`src/rtl/lstm_pkg.sv`:
```
// Shared types for the LSTM parameter path: gate count, word kinds and loader states.
// Kind order matches the order the parameter stream carries them inside each layer.
package lstm_pkg;

  localparam int WEIGHTS = 4;

  typedef enum logic [1:0] {
    KIND_WX,
    KIND_WH,
    KIND_BX,
    KIND_BH
  } lstm_kind_e;

  typedef enum logic [1:0] {
    ST_IDLE,
    ST_LOAD,
    ST_DONE,
    ST_ERROR
  } loader_state_e;

endpackage

```
`src/rtl/lstm_param_loader.sv`:
```
// Streams LAYERS*16 signed words into the weight/bias registers of a stacked LSTM.
// Latency: word and its one-cycle strobe appear the cycle after the beat is accepted.
// Backpressure: s_ready high only while loading; a mis-framed stream ends the load in ERROR.
module lstm_param_loader
  import lstm_pkg::*;
#(
  parameter int LAYERS = 3,
  parameter int WIDTH  = 16
) (
  input  logic                           clk,
  input  logic                           rst,
  input  logic                           start,
  input  logic [WIDTH-1:0]               s_data,
  input  logic                           s_valid,
  input  logic                           s_last,
  output logic                           s_ready,
  output logic signed [WIDTH-1:0]        weight_x [LAYERS*WEIGHTS],
  output logic signed [WIDTH-1:0]        weight_h [LAYERS*WEIGHTS],
  output logic signed [WIDTH-1:0]        bias_x   [LAYERS*WEIGHTS],
  output logic signed [WIDTH-1:0]        bias_h   [LAYERS*WEIGHTS],
  output logic [LAYERS*WEIGHTS-1:0]      weight_x_valid,
  output logic [LAYERS*WEIGHTS-1:0]      weight_h_valid,
  output logic [LAYERS*WEIGHTS-1:0]      bias_x_valid,
  output logic [LAYERS*WEIGHTS-1:0]      bias_h_valid,
  output logic                           busy,
  output logic                           done,
  output logic                           error
);

  localparam int N  = LAYERS * 4 * WEIGHTS;
  localparam int M  = LAYERS * WEIGHTS;
  localparam int CW = $clog2(N);
  localparam int IW = $clog2(M);

  loader_state_e state;
  logic [CW-1:0] cnt;

  logic [IW-1:0] widx;
  lstm_kind_e    wkind;
  logic          at_end;

  // Word k: layer in the bits above 4, kind in bits [3:2], gate in bits [1:0].
  always_comb begin
    widx   = IW'({cnt >> 4, cnt[1:0]});
    wkind  = lstm_kind_e'(cnt[3:2]);
    at_end = (cnt == CW'(N - 1));
  end

  always_ff @(posedge clk) begin
    if (rst) begin
      state          <= ST_IDLE;
      cnt            <= '0;
      s_ready        <= 1'b0;
      busy           <= 1'b0;
      done           <= 1'b0;
      error          <= 1'b0;
      weight_x_valid <= '0;
      weight_h_valid <= '0;
      bias_x_valid   <= '0;
      bias_h_valid   <= '0;
      for (int i = 0; i < M; i++) begin
        weight_x[i] <= '0;
        weight_h[i] <= '0;
        bias_x[i]   <= '0;
        bias_h[i]   <= '0;
      end
    end else begin
      weight_x_valid <= '0;
      weight_h_valid <= '0;
      bias_x_valid   <= '0;
      bias_h_valid   <= '0;
      case (state)
        ST_IDLE, ST_DONE, ST_ERROR: begin
          if (start) begin
            state   <= ST_LOAD;
            cnt     <= '0;
            s_ready <= 1'b1;
            busy    <= 1'b1;
            done    <= 1'b0;
            error   <= 1'b0;
          end
        end
        ST_LOAD: begin
          if (s_valid) begin
            // A beat is good only when s_last agrees with being the final word.
            if (s_last == at_end) begin
              case (wkind)
                KIND_WX: begin
                  weight_x[widx]       <= s_data;
                  weight_x_valid[widx] <= 1'b1;
                end
                KIND_WH: begin
                  weight_h[widx]       <= s_data;
                  weight_h_valid[widx] <= 1'b1;
                end
                KIND_BX: begin
                  bias_x[widx]       <= s_data;
                  bias_x_valid[widx] <= 1'b1;
                end
                KIND_BH: begin
                  bias_h[widx]       <= s_data;
                  bias_h_valid[widx] <= 1'b1;
                end
              endcase
              if (at_end) begin
                state   <= ST_DONE;
                done    <= 1'b1;
                s_ready <= 1'b0;
                busy    <= 1'b0;
              end else begin
                cnt <= cnt + CW'(1);
              end
            end else begin
              state   <= ST_ERROR;
              error   <= 1'b1;
              s_ready <= 1'b0;
              busy    <= 1'b0;
            end
          end
        end
        default: state <= ST_IDLE;
      endcase
    end
  end

endmodule

```
`config.mk`:
```
export PLATFORM = sky130hd
export DESIGN_NAME = lstm_param_loader
export DESIGN_NICKNAME = d
export VERILOG_FILES = /design/src/rtl/lstm_pkg.sv /design/src/rtl/lstm_param_loader.sv
export SDC_FILE = /design/constraint.sdc
export NUM_CORES = 2
export LEC_CHECK = 0
export ABC_AREA = 1
export CAP_MARGIN = 20
export CORE_AREA = 2 2 325 327
export CTS_CLUSTER_SIZE = 8
export DETAILED_ROUTE_END_ITERATION = 6
export DIE_AREA = 0 0 327 329
export PLACE_DENSITY_LB_ADDON = 0.15
export REMOVE_ABC_BUFFERS = 1
export SYNTH_ARGS = -nofsm -noshare
export SYNTH_HDL_FRONTEND = slang
export SYNTH_SLANG_ARGS = --single-unit
export TNS_END_PERCENT = 20
```
`constraint.sdc`:
```
create_clock -name clk -period 2.9 [get_ports clk]
set_input_delay 0.58 -clock clk [delete_from_list [all_inputs] [get_ports clk]]
set_output_delay 0.58 -clock clk [all_outputs]
set_load 0.02 [all_outputs]
```
# [After elaboration in Yosys (flattened, before gate mapping)]
# Index checks and enable logic that the tools add are counted.
[word_totals] register_bits=827 in_bits=21 out_inout_bits=820 elab_cells=133
[op_classes] addsub=1 magnitude_cmp=4 eq_ne=15 muxes=31 bitwise_logic=8 n_reduce_logical=17
[op_table] op="$bwmux W192" count=4
[op_table] op="$demux W16 S4" count=1
[op_table] op="$mux W6" count=4
[op_table] op="$reduce_and A4 Y1" count=6
[op_table] op="$reduce_or A5 Y1" count=4
[op_table] op="$mux W16" count=1
[op_table] op="$ne A2 B2 Y1 const B" count=6
[op_table] op="$pmux W6 S2" count=1
[op_table] op="$mux W1" count=11
[op_table] op="$eq A2 B2 Y1 const B" count=4
[op_table] op="$mux W2" count=4
[op_table] op="$not A1 Y1" count=7
[op_table] op="$add A6 B1 Y6 const B" count=1
[op_table] op="$eq A6 B6 Y1 const B" count=1
[op_table] op="$pmux W1 S2" count=3
[op_table] op="$reduce_and A3 Y1" count=2
[op_table] op="$ge A5 B5 Y1 const B" count=1
[op_table] op="$lt A4 B5 Y1 const B" count=1
[op_table] op="$lt A5 B1 Y1 const B" count=1
[op_table] op="$not A4 Y5" count=1
[op_table] op="$demux W1 S4" count=1
[op_table] op="$eq A2 B1 Y1 const B" count=2
[op_table] op="$ge A4 B1 Y1 const B" count=1
[op_table] op="$logic_not A2 Y1" count=2
[op_table] op="5 further kinds" count=6

# [Depth between registers and ports, before layout]
[logic_depth] ltp_word=6 depth_mapped=15 depth_no_buf=13

# [Worst setup path after synthesis]
# No wires, ideal clock.
[synth_path] kind="register to register" from="register cnt[0]" to="register bias_h[182] (netlist name)" setup_ps=116 arrival_ps=2360 setup_slack_ps=425 path_stages_with_launch=16 synth_period_minus_slack_ps=2475 path_cell_list="dfxtp_1 ha_1 inv_2 nor2_1 nand2_1 ha_1 inv_1 nand2_1 inv_2 nand3_4 buf_6 nor2_4 inv_2 buf_2 nor2_1 nor2_1"
[synth_via] elab_chain_len=6 elab_cells_between_ends=10 classes_between="order compare: 2; eq/ne: 2; mux: 3; bitwise: 1; reduce/logical: 2"
[synth_rtl] element="start: declaration" line_no="lstm_param_loader.sv:36" rtl="logic [CW-1:0] cnt;"
[synth_rtl] element="start signal: assignment" line_no="lstm_param_loader.sv:111" rtl="cnt <= cnt + CW'(1);"
[synth_rtl] element="$not A4 Y5 (not written as such)" line_no="lstm_param_loader.sv:101" rtl="bias_h[widx] <= s_data;"
[synth_rtl] element="$ge A5 B5 Y1 (not written as such) or $lt A5 B1 Y1 (tied branches)" line_no="lstm_param_loader.sv:101"
[synth_rtl] element="$logic_and A1 B1 Y1 (not written as such)" line_no="lstm_param_loader.sv:101"
[synth_rtl] element="$mux W16 (not written as such)" line_no="lstm_param_loader.sv:101"
[synth_rtl] element="$demux W16 S4" line_no="lstm_param_loader.sv:101"
[synth_rtl] element="$bwmux W192" line_no="lstm_param_loader.sv:101"
[synth_rtl] element="end signal: indexed assignment" line_no="lstm_param_loader.sv:101"
[synth_rtl] element="end: declaration" line_no="lstm_param_loader.sv:20" rtl="output logic signed [WIDTH-1:0] bias_h [LAYERS*WEIGHTS],"
# Parallel ways exist; a longest one is shown, timed or not.
# A chain may end at the register's enable or synchronous reset.

# [Worst setup path in the final report]
[layout_path] from="register cnt[1]" to="register weight_x[164] (netlist name)"
[layout_via] elab_chain_len=6 elab_cells_between_ends=10 classes_between="order compare: 2; eq/ne: 2; mux: 3; bitwise: 1; reduce/logical: 2"
[layout_rtl] element="$not A4 Y5 (not written as such)" line_no="lstm_param_loader.sv:89" rtl="weight_x[widx] <= s_data;"
[layout_rtl] element="$ge A5 B5 Y1 (not written as such) or $lt A5 B1 Y1 (tied branches)" line_no="lstm_param_loader.sv:89"
[layout_rtl] element="$logic_and A1 B1 Y1 (not written as such)" line_no="lstm_param_loader.sv:89"
[layout_rtl] element="$mux W16 (not written as such)" line_no="lstm_param_loader.sv:89"
[layout_rtl] element="$demux W16 S4" line_no="lstm_param_loader.sv:89"
[layout_rtl] element="$bwmux W192" line_no="lstm_param_loader.sv:89"
[layout_rtl] element="end signal: indexed assignment" line_no="lstm_param_loader.sv:89"
[layout_rtl] element="end: declaration" line_no="lstm_param_loader.sv:17" rtl="output logic signed [WIDTH-1:0] weight_x [LAYERS*WEIGHTS],"
# Parallel ways exist; a longest one is shown, timed or not.

==> run summary <==
Vias in the first global route -> 29.1k
Worst slew margin -> 0.469
Critical path endpoint category -> flop
Period minus WS final -> 2.66 ns
Worst slew pin tran -> 0.796 ns
Largest stage delay, worst path -> 0.43 ns
DIE AREA -> 108000 um^2
Data arrival time of the critical path -> 3.27 ns
DR vias -> 30.8k
CP max FO -> 16
Share of cells above drive strength 1 -> 0.0733
Setup slack after layout -> 0.238 ns
Placer Congestion -> 0.804
Avg WL per Cell -> 21.8 um
PD cells -> 545 nW/um^2
Routed Antenna Nets -> 0
Largest net degree at the start of global routing -> 103
I/O pin total -> 841
CTS tree -> yes
P&R area growth vs syn -> 41.9%
Yosys top cell by area -> dfxtp_1
Die W -> 327 um
Row cnt -> 119
Syn_area_per_cell -> 7.35 um^2
RSZ-0062 raised after global routing -> false
Cell variety after synth -> 29
Critical path, cell by cell -> ha_1, inv_2, nor2_1, nand2_1, ha_1, inv_1, nand2_1, inv_2, buf_4, nand4_4, buf_12, nor2_1, buf_6, nor2_1, nor2_1
Status -> finished clean
Worst path slowest cell -> dfxtp_1
H-tree depth -> 3
Die Ht -> 329 um
Fin crit share -> 0.918
Post-synth EDFFs -> 0
Internal power -> 18700 uW
Main synth FF type -> dfxtp_1
Placed Cells -> 6324
Critical path class -> flop to flop
Leakage -> 0.0181 uW
Seq pwr share -> 0.467
Post-synthesis compound-gate area fraction -> 0.0318
Post-Synth Adder-Cell Area -> 0.00198
Yosys top cell area share -> 0.523
Clk pwr share -> 0.487
Most used cell, CP -> nor2_1
Fmax -> 0.376 GHz
Switching Share -> 0.237
Starting Density -> 0.303
Worst slack, placed -> 0.0811 ns
Mux cell area share after synthesis -> 0
Setup TNS -> 0 ns
Post-Layout Cell Count -> 6453
Core area -> 104000 um^2
Logic gate share of total power -> 0.046
Most common cell in the synthesized netlist -> nor2_1
Ys Warns -> 0
Top post-synthesis cells by count -> 1564 x nor2_1, 827 x dfxtp_1, 612 x nand2_1
Worst Skew -> 0.0271 ns
XOR/XNOR Fraction of Synth Area -> 0.000277
Final Max Tran Viols -> 0
Clock Root Buffer -> clkbuf_16
VDD IR max -> 0.446 mV
WP buf/inv -> 6
DRT Pass-1 Iters -> 6
Via density -> 4.77
Dominant cells by area after synthesis -> dfxtp_1 52%, nor2_1 19%, nand3_1 9.2%
Initial antenna violation count -> 8
Crit path max-delay family -> buffers and inverters
Iteration-0 DRC Markers -> 2343
Total GRT Usage -> 0.251
Clk sinks -> 827
Multi-input gate area -> 13300 um^2
Grt ovf -> 0
Register area share after synthesis -> 0.523
Switching Power -> 5800 uW
Largest family of logic cells by synthesized area -> simple AND/OR/NAND/NOR gates
CP Launch Type -> flop
Max_cap viols -> 0
Final setup vio count -> 0
Nets@finish -> 5076
Cts bufs inserted -> 114
Cells after Synth -> 4306
Hold Fails Final Rpt -> 0
Drt drc -> 0
Fillers -> 10.6k
Routed WL -> 140 mm
Dpl hpwl -> 89.2 mm
Synth Register Bits -> 827
Asr flop ratio synth -> 0
WP data required -> 3.51 ns
Clk pin slew, worst setup/hold paths -> 0.05 ns
Syn Std Cell Area -> 31600 um^2
Register area -> 16600 um^2
First-pass GRT wire length -> 202 mm
IO Port Bufs -> 840
Worst skew pair latency -> 0.69 ns
Hold WC Path Type -> input pin to flop
Deepest clock path buffer count -> 3
Overall Power -> 24500 uW
Post-Synth Simple-Gate Area -> 0.384
Min Hold Slack -> 0.419 ns
==> layout by cell type, fill, tap and decap left out, types with 3 or more instances in the layout <==
cell type        instances
a21oi_1                  9
buf_12                  54
buf_4                   81
clkbuf_1                 3
clkbuf_16              115
clkdlybuf4s50_1        839
dfxtp_1                827
ha_1                     5
inv_1                   18
inv_2                   39
inv_4                    3
inv_6                    3
nand2_1                612
nand2_4                  4
nand3_1                583
nand4_4                  3
nor2_1                1561
nor2_4                  41
nor2_8                  15
nor3_1                  37
o21ai_0                187
o21ai_1                  5
==> area by class of cell <==
cell class / count / area share
clock inverters: 6 / 0.00167
multi-input cells: 3070 / 0.295
well taps: 1391 / 0.0388
diodes: 2 / 0.000111
repair buffers: 976 / 0.225
inverters: 61 / 0.00543
flip-flops and latches: 827 / 0.369
clock buffers: 120 / 0.0650
==> power by group through the flow <==
stage	Sequential, uW	Combinational (uW)	Clock [uW]
2_1_floorplan	11700	1020	0
3_3_place_gp	11600	1120	0
3_5_place_dp	11600	1120	0
4_1_cts	11400	1120	12200
5_1_grt	11400	1190	12600
6_report	11400	1120	11900
==> state kept, by name, indices dropped and copies added, names as in the netlist, 2 cells and up <==
| signal | count |
|---|---|
| bias_h_valid | 12 |
| bias_h | 192 |
| state | 2 |
| weight_h_valid | 12 |
| bias_x_valid | 12 |
| weight_x_valid | 12 |
| bias_x | 192 |
| cnt | 6 |
| weight_x | 192 |
| weight_h | 192 |
==> path summary, 6_finish.rpt <==
path	start	to	slack [ns]	cells past startpoint
worst max-delay path	cnt[1]$_SDFFE_PP0P_	weight_x[164]$_SDFFE_PP0P_	0.24	15
worst min-delay path	rst	weight_x[13]$_SDFFE_PP0P_	0.42	4
worst max register to register	cnt[1]$_SDFFE_PP0P_	weight_x[164]$_SDFFE_PP0P_	0.24	15
worst min register to register	bias_x[88]$_SDFFE_PP0P_	bias_x[88]$_SDFFE_PP0P_	0.46	2
==> logic make-up (layout without fill, tap and decap cells) <==
family	after synthesis	in the layout
AO/OA/AOI/OAI	201	201
XOR/XNOR	1	1
adder cells (fa/ha/maj)	5	5
flip-flops	827	827
AND/OR/NAND/NOR	2863	2863
other	0	2
buffers and inverters	409	1163
==> worst reg2reg max path, stage by stage (launching register included) <==
cell and delay, ns:
dfxtp_1 0.43, ha_1 0.22, inv_2 0.08, nor2_1 0.11
nand2_1 0.11, ha_1 0.31, inv_1 0.07, nand2_1 0.08
inv_2 0.11, buf_4 0.16, nand4_4 0.09, buf_12 0.19
nor2_1 0.26, buf_6 0.22, nor2_1 0.06, nor2_1 0.07
==> timing repair <==
| action | 4_1_cts | 5_1_grt |
|---|---|---|
| endpoints found under the setup margin | 0 | 6 |
| buffers inserted | 0 | 1 |
| hold buffers | 0 | 0 |
| resized for setup | 0 | 1 |
==> routing by layer <==
layer / vias up / track usage / share of wire
li1: 14985 / - / -
met5: - / 0 / 0.00040
met4: 8 / 0.0893 / 0.032
met1: 14528 / 0.307 / 0.41
met2: 1080 / 0.416 / 0.47
met3: 201 / 0.0779 / 0.085
==> stage by stage <==
| step | util | instance area, um^2 |
|---|---|---|
| 3_3_place_gp | 0.401 | 41900 |
| 3_5_place_dp | 0.401 | 41900 |
| 5_1_grt | 0.430 | 44900 |
| 4_1_cts | 0.430 | 44900 |
| 6_report | 0.430 | 44900 |
| 2_1_floorplan | - | 30000 |
Power figures use the tool's default switching activity.
